==> src/rtl/alu_ctrl_seq.sv <==
`default_nettype none
// ============================================================================
// Module      : alu_ctrl_seq
// Description : Registered ALU control decoder. Turns the control-unit op
//               class and the R-type funct field into an ALU select code one
//               cycle later, and sequences multi-cycle MULT/DIV operations
//               with a busy/ready handshake and a HI/LO write strobe.
// Revision    : 1.0 - initial release
// ============================================================================
module alu_ctrl_seq #(
    parameter int SEL_W      = 4,
    parameter int MUL_CYCLES = 4,
    parameter int DIV_CYCLES = 8
) (
    input  logic             clk,
    input  logic             reset_n,
    input  logic             flush,
    input  logic             in_valid,
    output logic             in_ready,
    input  logic [5:0]       funct,
    input  logic [1:0]       ucon,
    output logic [SEL_W-1:0] alu_select,
    output logic             out_valid,
    output logic             busy,
    output logic             hilo_we,
    output logic             err
);

    // Counter sized for the longer of the two multi-cycle operations
    localparam int c_MAX_CYC = (MUL_CYCLES > DIV_CYCLES) ? MUL_CYCLES : DIV_CYCLES;
    localparam int c_CNT_W   = (c_MAX_CYC > 1) ? $clog2(c_MAX_CYC) : 1;

    localparam logic [c_CNT_W-1:0] c_MUL_LOAD = c_CNT_W'(MUL_CYCLES - 1);
    localparam logic [c_CNT_W-1:0] c_DIV_LOAD = c_CNT_W'(DIV_CYCLES - 1);

    // ALU operation codes
    localparam logic [3:0] c_AND  = 4'b0000;
    localparam logic [3:0] c_OR   = 4'b0001;
    localparam logic [3:0] c_ADD  = 4'b0010;
    localparam logic [3:0] c_NOP  = 4'b0011;
    localparam logic [3:0] c_XOR  = 4'b0100;
    localparam logic [3:0] c_NOR  = 4'b0101;
    localparam logic [3:0] c_SUB  = 4'b0110;
    localparam logic [3:0] c_SLT  = 4'b0111;
    localparam logic [3:0] c_SRL  = 4'b1001;
    localparam logic [3:0] c_SRA  = 4'b1010;
    localparam logic [3:0] c_MULT = 4'b1100;
    localparam logic [3:0] c_DIV  = 4'b1101;

    typedef enum logic [1:0] {
        S_IDLE = 2'b00,
        S_MUL  = 2'b01,
        S_DIV  = 2'b10
    } state_t;

    state_t             r_state;
    logic [c_CNT_W-1:0] r_cnt;
    logic [SEL_W-1:0]   r_sel;
    logic               r_out_valid;
    logic               r_busy;
    logic               r_hilo_we;
    logic               r_err;

    logic [3:0]         w_code;
    logic               w_illegal;
    logic               w_accept;

    // Decode op class and funct into an ALU code; unknown R-type funct flags err
    always_comb begin
        w_code    = c_NOP;
        w_illegal = 1'b0;
        case (ucon)
            2'b00: w_code = c_ADD;
            2'b01: w_code = c_SUB;
            2'b10: begin
                case (funct)
                    6'b100000: w_code = c_ADD;
                    6'b100010: w_code = c_SUB;
                    6'b100100: w_code = c_AND;
                    6'b100101: w_code = c_OR;
                    6'b100110: w_code = c_XOR;
                    6'b100111: w_code = c_NOR;
                    6'b101010: w_code = c_SLT;
                    6'b000000: w_code = c_NOP;
                    6'b000010: w_code = c_SRL;
                    6'b000011: w_code = c_SRA;
                    6'b011000: w_code = c_MULT;
                    6'b011010: w_code = c_DIV;
                    default: begin
                        w_code    = c_NOP;
                        w_illegal = 1'b1;
                    end
                endcase
            end
            default: begin
                case (funct[1:0])
                    2'b00:   w_code = c_AND;
                    2'b01:   w_code = c_OR;
                    2'b10:   w_code = c_SLT;
                    default: w_code = c_XOR;
                endcase
            end
        endcase
    end

    // Busy blocks acceptance; flush drops any input presented alongside it
    assign w_accept = in_valid & ~r_busy & ~flush;

    // Control sequencer: single-cycle decode or a counted MULT/DIV busy period
    always_ff @(posedge clk or negedge reset_n) begin
        if (!reset_n) begin
            r_state     <= S_IDLE;
            r_cnt       <= '0;
            r_sel       <= SEL_W'(c_NOP);
            r_out_valid <= 1'b0;
            r_busy      <= 1'b0;
            r_hilo_we   <= 1'b0;
            r_err       <= 1'b0;
        end else if (flush) begin
            r_state     <= S_IDLE;
            r_cnt       <= '0;
            r_sel       <= SEL_W'(c_NOP);
            r_out_valid <= 1'b0;
            r_busy      <= 1'b0;
            r_hilo_we   <= 1'b0;
            r_err       <= 1'b0;
        end else begin
            r_out_valid <= 1'b0;
            r_hilo_we   <= 1'b0;
            r_err       <= 1'b0;
            case (r_state)
                S_IDLE: begin
                    if (w_accept) begin
                        r_sel <= SEL_W'(w_code);
                        if (w_code == c_MULT) begin
                            r_cnt   <= c_MUL_LOAD;
                            r_busy  <= 1'b1;
                            r_state <= S_MUL;
                        end else if (w_code == c_DIV) begin
                            r_cnt   <= c_DIV_LOAD;
                            r_busy  <= 1'b1;
                            r_state <= S_DIV;
                        end else begin
                            r_out_valid <= 1'b1;
                            r_err       <= w_illegal;
                        end
                    end
                end
                S_MUL, S_DIV: begin
                    if (r_cnt == '0) begin
                        r_out_valid <= 1'b1;
                        r_hilo_we   <= 1'b1;
                        r_busy      <= 1'b0;
                        r_state     <= S_IDLE;
                    end else begin
                        r_cnt <= r_cnt - 1'b1;
                    end
                end
                default: begin
                    r_state <= S_IDLE;
                    r_busy  <= 1'b0;
                    r_cnt   <= '0;
                end
            endcase
        end
    end

    assign alu_select = r_sel;
    assign out_valid  = r_out_valid;
    assign busy       = r_busy;
    assign hilo_we    = r_hilo_we;
    assign err        = r_err;
    assign in_ready   = ~r_busy;

endmodule
`default_nettype wire

==> config.mk <==
export PLATFORM = sky130hd
export DESIGN_NAME = alu_ctrl_seq
export DESIGN_NICKNAME = d
export VERILOG_FILES = /design/src/rtl/alu_ctrl_seq.sv
export SDC_FILE = /design/constraint.sdc
export NUM_CORES = 1
export LEC_CHECK = 0
export ABC_AREA = 1
export CAP_MARGIN = 20
export CELL_PAD_IN_SITES_DETAIL_PLACEMENT = 0
export CELL_PAD_IN_SITES_GLOBAL_PLACEMENT = 1
export CORE_AREA = 8 8 68 70
export CTS_CLUSTER_SIZE = 10
export DETAILED_ROUTE_END_ITERATION = 6
export DIE_AREA = 0 0 76 78
export GPL_TIMING_DRIVEN = 0
export PLACE_DENSITY_LB_ADDON = 0.1
export SLEW_MARGIN = 20
export SYNTH_ARGS = -nofsm -noshare
export SYNTH_HDL_FRONTEND = slang
export SYNTH_SLANG_ARGS = --single-unit
==> constraint.sdc <==
create_clock -name clk -period 1.5 [get_ports clk]
set_clock_uncertainty 0.1 [all_clocks]
set_input_delay 0.15 -clock clk [delete_from_list [all_inputs] [get_ports clk]]
set_output_delay 0.15 -clock clk [all_outputs]
set_load 0.02 [all_outputs]
==> results of run 1 <==
[metrics by stage]
stage	setup TNS [ps]	worst slack, ps	util	total power, mW	instances
finish	-216	-64.9	0.453	1.50	246
global route	-886	-163	0.453	1.65	246
CTS	-308	-92.6	0.421	1.43	242
detailed placement	-9250	-914	0.388	1.13	232
global placement	-9090	-884	0.388	1.13	232
floorplan	-63.2	-24.2	-	0.903	164
[repair_timing]
item / CTS / global route
setup buffers: 7 / 7
gates resized for setup: 39 / 34
pin swaps: 8 / 13
cloned: 0 / 0
endpoints found under the setup margin: 17 / 12
hold endpoints to repair: 0 / 0
[kinds of logic (layout without fill, tap and decap cells)]
logic type | Yosys count | count (layout) | share of synthesized area
AOI/OAI and AO/OA | 13 | 13 | 0.0659
DFF | 13 | 13 | 0.303
and+or+nand+nor | 95 | 95 | 0.400
adders and majority gates | 10 | 10 | 0.116
buffers and inverters | 33 | 67 | 0.116
[report_power, final]
group,internal [mW],switching [mW],total (mW)
Clock,0.103,0.118,0.221
Sequential,0.439,0.0531,0.492
Combinational,0.329,0.463,0.792
Total,0.871,0.634,1.50
[sequential cells by signal (all words and copies together), names as in the netlist]
signal      flops
busy            1
hilo_we         1
r_cnt           3
out_valid       1
err             1
r_state         2
alu_select      4
[metal layers]
metal	routed length, um	global-route usage	part of all wire	vias to the layer above
li1	-	-	-	574
met1	1350	0.117	0.49	476
met2	1200	0.147	0.43	21
met3	202	0.0495	0.073	2
met4	8	0.0137	0.0029	0
met5	0	0	0	-
[final timing paths]
check,startpoint,endpoint,slack (ps),depth (start not counted)
max,r_state[1],r_cnt[0],-60,10
min,reset_n,r_cnt[1],150,1
max reg2reg,r_state[1],r_cnt[0],-60,10
min reg2reg,alu_select[0],alu_select[0],370,2
max in group asynchronous,reset_n,alu_select[2],750,1
min in group clk,funct[4],err,290,5
[cells in the final DEF (no fill, tap or decap), types with 2 or more instances in the layout]
cell              n
clkbuf_2          2
dlygate4sd2_1     5
nand3_1          11
nand3_2           3
a21oi_1           4
nor2_4           10
dlymetal6s2s_1    3
nand2_2           4
nand2_1          41
ha_4              4
ha_1              6
clkdlybuf4s15_2   2
nand4_1           2
nor2_1           13
clkdlybuf4s50_1   6
dfrtp_1          11
clkbuf_4          3
nor2_2            5
buf_4             9
buf_6             3
inv_2            11
o21ai_0           4
inv_4             2
inv_1            18
dfstp_2           2
o21ai_1           2
[cell usage after synthesis]
cell | count | area [um^2]
nand3_2 | 2 | 20.0
ha_1 | 10 | 125
dfstp_2 | 2 | 52.6
a22oi_1 | 1 | 7.51
dfrtp_1 | 11 | 275
a32oi_1 | 1 | 8.76
nand2_1 | 43 | 161
buf_2 | 1 | 5.00
o21ai_0 | 6 | 30.0
nor2_2 | 4 | 25.0
nor2_4 | 2 | 22.5
nand4_1 | 2 | 12.5
nand3_1 | 12 | 60.1
nor3_1 | 2 | 10.0
nand3b_1 | 1 | 7.51
inv_2 | 6 | 22.5
nor2_1 | 22 | 82.6
a21oi_1 | 5 | 25.0
inv_1 | 26 | 97.6
or2_2 | 2 | 12.5
nand2_2 | 3 | 18.8
[area by class of cell]
type	instances	share of cell area
clock buffers	4	0.0163
inverters	32	0.0855
multi-input cells	118	0.477
flip-flops and latches	13	0.204
well taps	48	0.0373
repair buffers	31	0.180
==> qor.yml, run 1 <==
end_kind: "register"
drc: 0
num_rows: 22
dieWidth_um: 76
startpoint_type: "register"
synth-seq-cells: 13
clk_latency_ps: 280
max_slew_margin: 0.588
final_nets: 221
n_fill_cell: 371
hold_viol_final: 0
drtPass1Iterations: 4
grt_max_degree: 14
critPathKind: "reg2reg"
clk_pin_slew_worst_paths_ps: 80
root_buffer: "clkbuf_4"
clock.fmax_mhz: 639
drive_gt1_frac: 0.338
placed_area_um2: 1380
synth-seq-area-share: 0.303
area_growth_pct: 48.8
io_pins: 21
drt_iter0_drc: 70
arrival_ps: 1640
start_util: 0.305
leakage_nw: 0.851
dp_hpwl_mm: 2.13
slowest_delay_ps: 370
setup_viol: 4
synth_area_per_cell_um2: 6.60
cp_cell_sequence: "inv_2 > ha_4 > inv_2 > or2_4 > nor2_4 > nor2_2 > nand2_2 > nor2_4 > nand2_1 > nand2_1"
ant_nets: 0
crit_family: "simple AND/OR/NAND/NOR gates"
regArea_um2: 328
die_y_um: 78
min_path_type: "in2async"
routed_wl_mm: 2.76
worst_slew_pin_slew_ps: 616
netlist_area_um2: 1080
grt_overflow: 0
power.density_nw_per_um2: 935
grt_use_total: 0.0955
fin_ws_ps: -64.9
cts_buffers: 3
n_antenna_cell: 0
path_buf_inv: 2
core_um2: 3550
cp_max_fo: 4
synthDistinctLibCells: 21
report.final.slew_viol_count: 0
cp_slowest_cell: "dfrtp_1"
worst_ir_drop_vdd_mv: 0.711
ctsHoldBuffers: 0
ys_warn_count: 0
io_buffers: 20
grt_pass1_vias: 1101
drv_cap: 0
num_vias: 1073
routed_via_density: 4.36
cts.htree.levels: 1
cts_buffer_depth: 2
cts_tree: "yes"
whs_ps: 148
rsz0062_at_grt: "yes"
violations: "setup timing"
grt_pass1_wl_mm: 4.77
gp_congestion: 0.767
die_area_um2: 5930
antenna_found_initial: 0
multi_input_area_um2: 768
required_ps: 1580
syn_nets: 186
cts.sinks: 13
synthCells: 164
outcome: "complete, but fails checks"
min_period_over_period: 1.04
fin_area_um2: 1610
fin_crit_ps: 1560
wire_per_inst_um: 11.2
No activity file was read; power rests on OpenSTA's default activity.
==> inputs of run 2 (changes only) <==
--- a/config.mk
+++ b/config.mk
@@ -10,8 +10,9 @@
 export CELL_PAD_IN_SITES_DETAIL_PLACEMENT = 0
 export CELL_PAD_IN_SITES_GLOBAL_PLACEMENT = 1
-export CORE_AREA = 8 8 68 70
+export CORE_AREA = 8 8 67 69
+export CTS_BUF_LIST = sky130_fd_sc_hd__clkbuf_2
 export CTS_CLUSTER_SIZE = 10
 export DETAILED_ROUTE_END_ITERATION = 6
-export DIE_AREA = 0 0 76 78
+export DIE_AREA = 0 0 75 77
 export GPL_TIMING_DRIVEN = 0
 export PLACE_DENSITY_LB_ADDON = 0.1
==> constraint.sdc (replaced) <==
create_clock -name clk -period 1.5 [get_ports clk]
set_clock_uncertainty 0.1 [all_clocks]
set_input_delay 0.3 -clock clk [delete_from_list [all_inputs] [get_ports clk]]
set_output_delay 0.3 -clock clk [all_outputs]
set_load 0.02 [all_outputs]
==> run 2 against run 1 <==
  * Global-route usage rose by 0.45 points
  * Sequential share of layout area fell by 0.42 points
  * Power is 3.0% lower
  * Critical path depth is the same
  * Fmax is 1.6% lower
  * The run still ends with setup timing left
  * Clock power is 15% lower
  * Combinational power fell by 1%
  * Final area is 2.1% higher
==> qor.yml, run 2 (same netlist as run 1, synthesis figures left out) <==
required_ps: 1580  # about the same
min_path_type: "in2async"  # unchanged
violations: "setup timing"  # unchanged
wl_met2_mm: 1.24  # was 1.20 mm
grt_overflow: 0  # unchanged
cp_cell_sequence: "inv_2 > ha_4 > inv_4 > or2_4 > nor2_4 > nor2_2 > nand2_2 > nor2_4 > nand2_1 > nand2_1"  # was inv_2 > ha_4 > inv_2 > or2_4 > nor2_4 > nor2_2 > nand2_2 > nor2_4 > nand2_1 > nand2_1
fin_ws_ps: -90.3  # was -64.9 ps
ant_nets: 0  # unchanged
n_antenna_cell: 0  # unchanged
final_common_cell: "nand2_1"  # unchanged
cts_tree: "yes"  # unchanged
critPathKind: "reg2reg"  # unchanged
cts_buffers: 3  # unchanged
worst_slew_pin_slew_ps: 617  # was 616 ps
cp_max_fo: 4  # unchanged
routed_wl_mm: 2.76  # unchanged
num_rows: 22  # unchanged
power_mw: 1.46  # was 1.50 mW
max_slew_margin: 0.587  # was 0.588
io_pins: 21  # unchanged
hold_viol_final: 0  # unchanged
drive_gt1_frac: 0.433  # was 0.338
root_buffer: "clkbuf_2"  # was clkbuf_4
r2r-end: "r_cnt[0]"  # unchanged
wire_per_inst_um: 11.0  # was 11.2 um
whs_ps: 295  # was 148 ps
layout_common_cells: "nand2_1 (37), inv_1 (18), buf_4 (15), dfrtp_1 (11)"  # was nand2_1 (41), inv_1 (18), nor2_1 (13)
die_area_um2: 5780  # was 5930 um^2
grt_use_total: 0.100  # was 0.0955
r2r_cells: 10  # unchanged
grt_pass1_wl_mm: 4.71  # was 4.77 mm
startpoint_type: "register"  # unchanged
final_core_util: 0.470  # was 0.453
fin_crit_ps: 1590  # was 1560 ps
rsz0062_at_grt: "yes"  # unchanged
routed_via_density: 4.33  # was 4.36
leakage_nw: 0.842  # was 0.851 nW
drv_cap: 0  # unchanged
area_growth_pct: 51.9  # was 48.8%
report.final.slew_viol_count: 0  # unchanged
min_period_over_period: 1.06  # was 1.04
grt_max_degree: 14  # unchanged
crit_family: "simple AND/OR/NAND/NOR gates"  # unchanged
core_um2: 3500  # was 3550 um^2
preCtsSetupSlack_ps: -1040  # was -914 ps
n_fill_cell: 385  # was 371
start_util: 0.310  # was 0.305
worst_ir_drop_vdd_mv: 0.528  # was 0.711 mV
cts.htree.levels: 1  # unchanged
grt_pass1_vias: 1108  # was 1,101
cts.sinks: 13  # unchanged
power.density_nw_per_um2: 888  # was 935 nW/um^2
rrSetupSlack_ps: -90  # was -60 ps
final_nets: 226  # was 221
dp_hpwl_mm: 2.11  # was 2.13 mm
largest_reg_flops: 4  # unchanged
setup_viol: 6  # was 4
end_kind: "register"  # unchanged
cp_slowest_cell: "dfrtp_1"  # unchanged
clk_pin_slew_worst_paths_ps: 130  # was 80 ps
cts_buffer_depth: 2  # unchanged
gp_congestion: 0.768  # was 0.767
num_vias: 1088  # was 1,073
die_y_um: 77  # was 78 um
path_buf_inv: 2  # unchanged
tns_ps: -461  # was -216 ps
dieWidth_um: 75  # was 76 um
outcome: "complete, but fails checks"  # unchanged
arrival_ps: 1670  # was 1640 ps
rr_startpoint: "r_state[1]"  # unchanged
drc: 0  # unchanged
slowest_delay_ps: 380  # was 370 ps
clock.fmax_mhz: 629  # was 639 MHz
top_layer: "met3"  # was met4
fin_area_um2: 1640  # was 1610 um^2
place_inst: 232  # unchanged
antenna_found_initial: 0  # unchanged
wl_met1_mm: 1.34  # was 1.35 mm
placed_area_um2: 1380  # unchanged
final_cells: 251  # was 246
clk_latency_ps: 270  # was 280 ps
drtPass1Iterations: 4  # unchanged
io_buffers: 20  # unchanged
ctsHoldBuffers: 0  # unchanged
dr_wl_met3_um: 181  # was 202 um
drt_iter0_drc: 45  # was 70
==> run 2: area by class of cell <==
type | instances | area (um^2) | share of cell area
repair buffers | 36 | 299 | 0.182
multi-input cells | 118 | 797 | 0.485
flip-flops and latches | 13 | 328 | 0.199
clock buffers | 4 | 20.0 | 0.0122
well taps | 48 | 60.1 | 0.0365
inverters | 32 | 140 | 0.0852
==> run 2: worst max-delay path by stage <==
| stage | startpoint | slack (ps) | end | depth (start not counted) |
|---|---|---|---|---|
| floorplan | funct[0] | -150 | busy | 16 |
| global placement | funct[0] | -1020 | busy | 18 |
| detailed placement | funct[0] | -1040 | r_state[1] | 19 |
| CTS | r_state[1] | -90 | r_cnt[0] | 10 |
| global route | funct[4] | -210 | r_state[0] | 15 |
| finish | r_state[1] | -90 | r_cnt[0] | 10 |
==> run 2: layer usage <==
metal,up-vias,global-route usage
li1,582,-
met1,481,0.134
met2,25,0.146
met3,0,0.0416
met4,0,0.0157
met5,-,0
==> run 2: timing repair <==
action	4_1_cts	5_1_grt
endpoints found under the hold margin	0	0
pin swaps	11	20
resized for setup	67	31
setup buffers	11	6
endpoints found under the setup margin	21	13
==> run 2: worst reg2reg max path, delay by kind of cell (launching register included) <==
family                   cells  cell delay, ps
adder cells (fa/ha/maj)      1             280
AND/OR/NAND/NOR              7             650
buffers and inverters        2              90
flip-flops                   1             380
==> run 2: power by group <==
| group | internal [mW] | switching [mW] |
|---|---|---|
| Clock | 0.0707 | 0.117 |
| Combinational | 0.322 | 0.461 |
| Sequential | 0.438 | 0.0494 |
| Total | 0.832 | 0.628 |
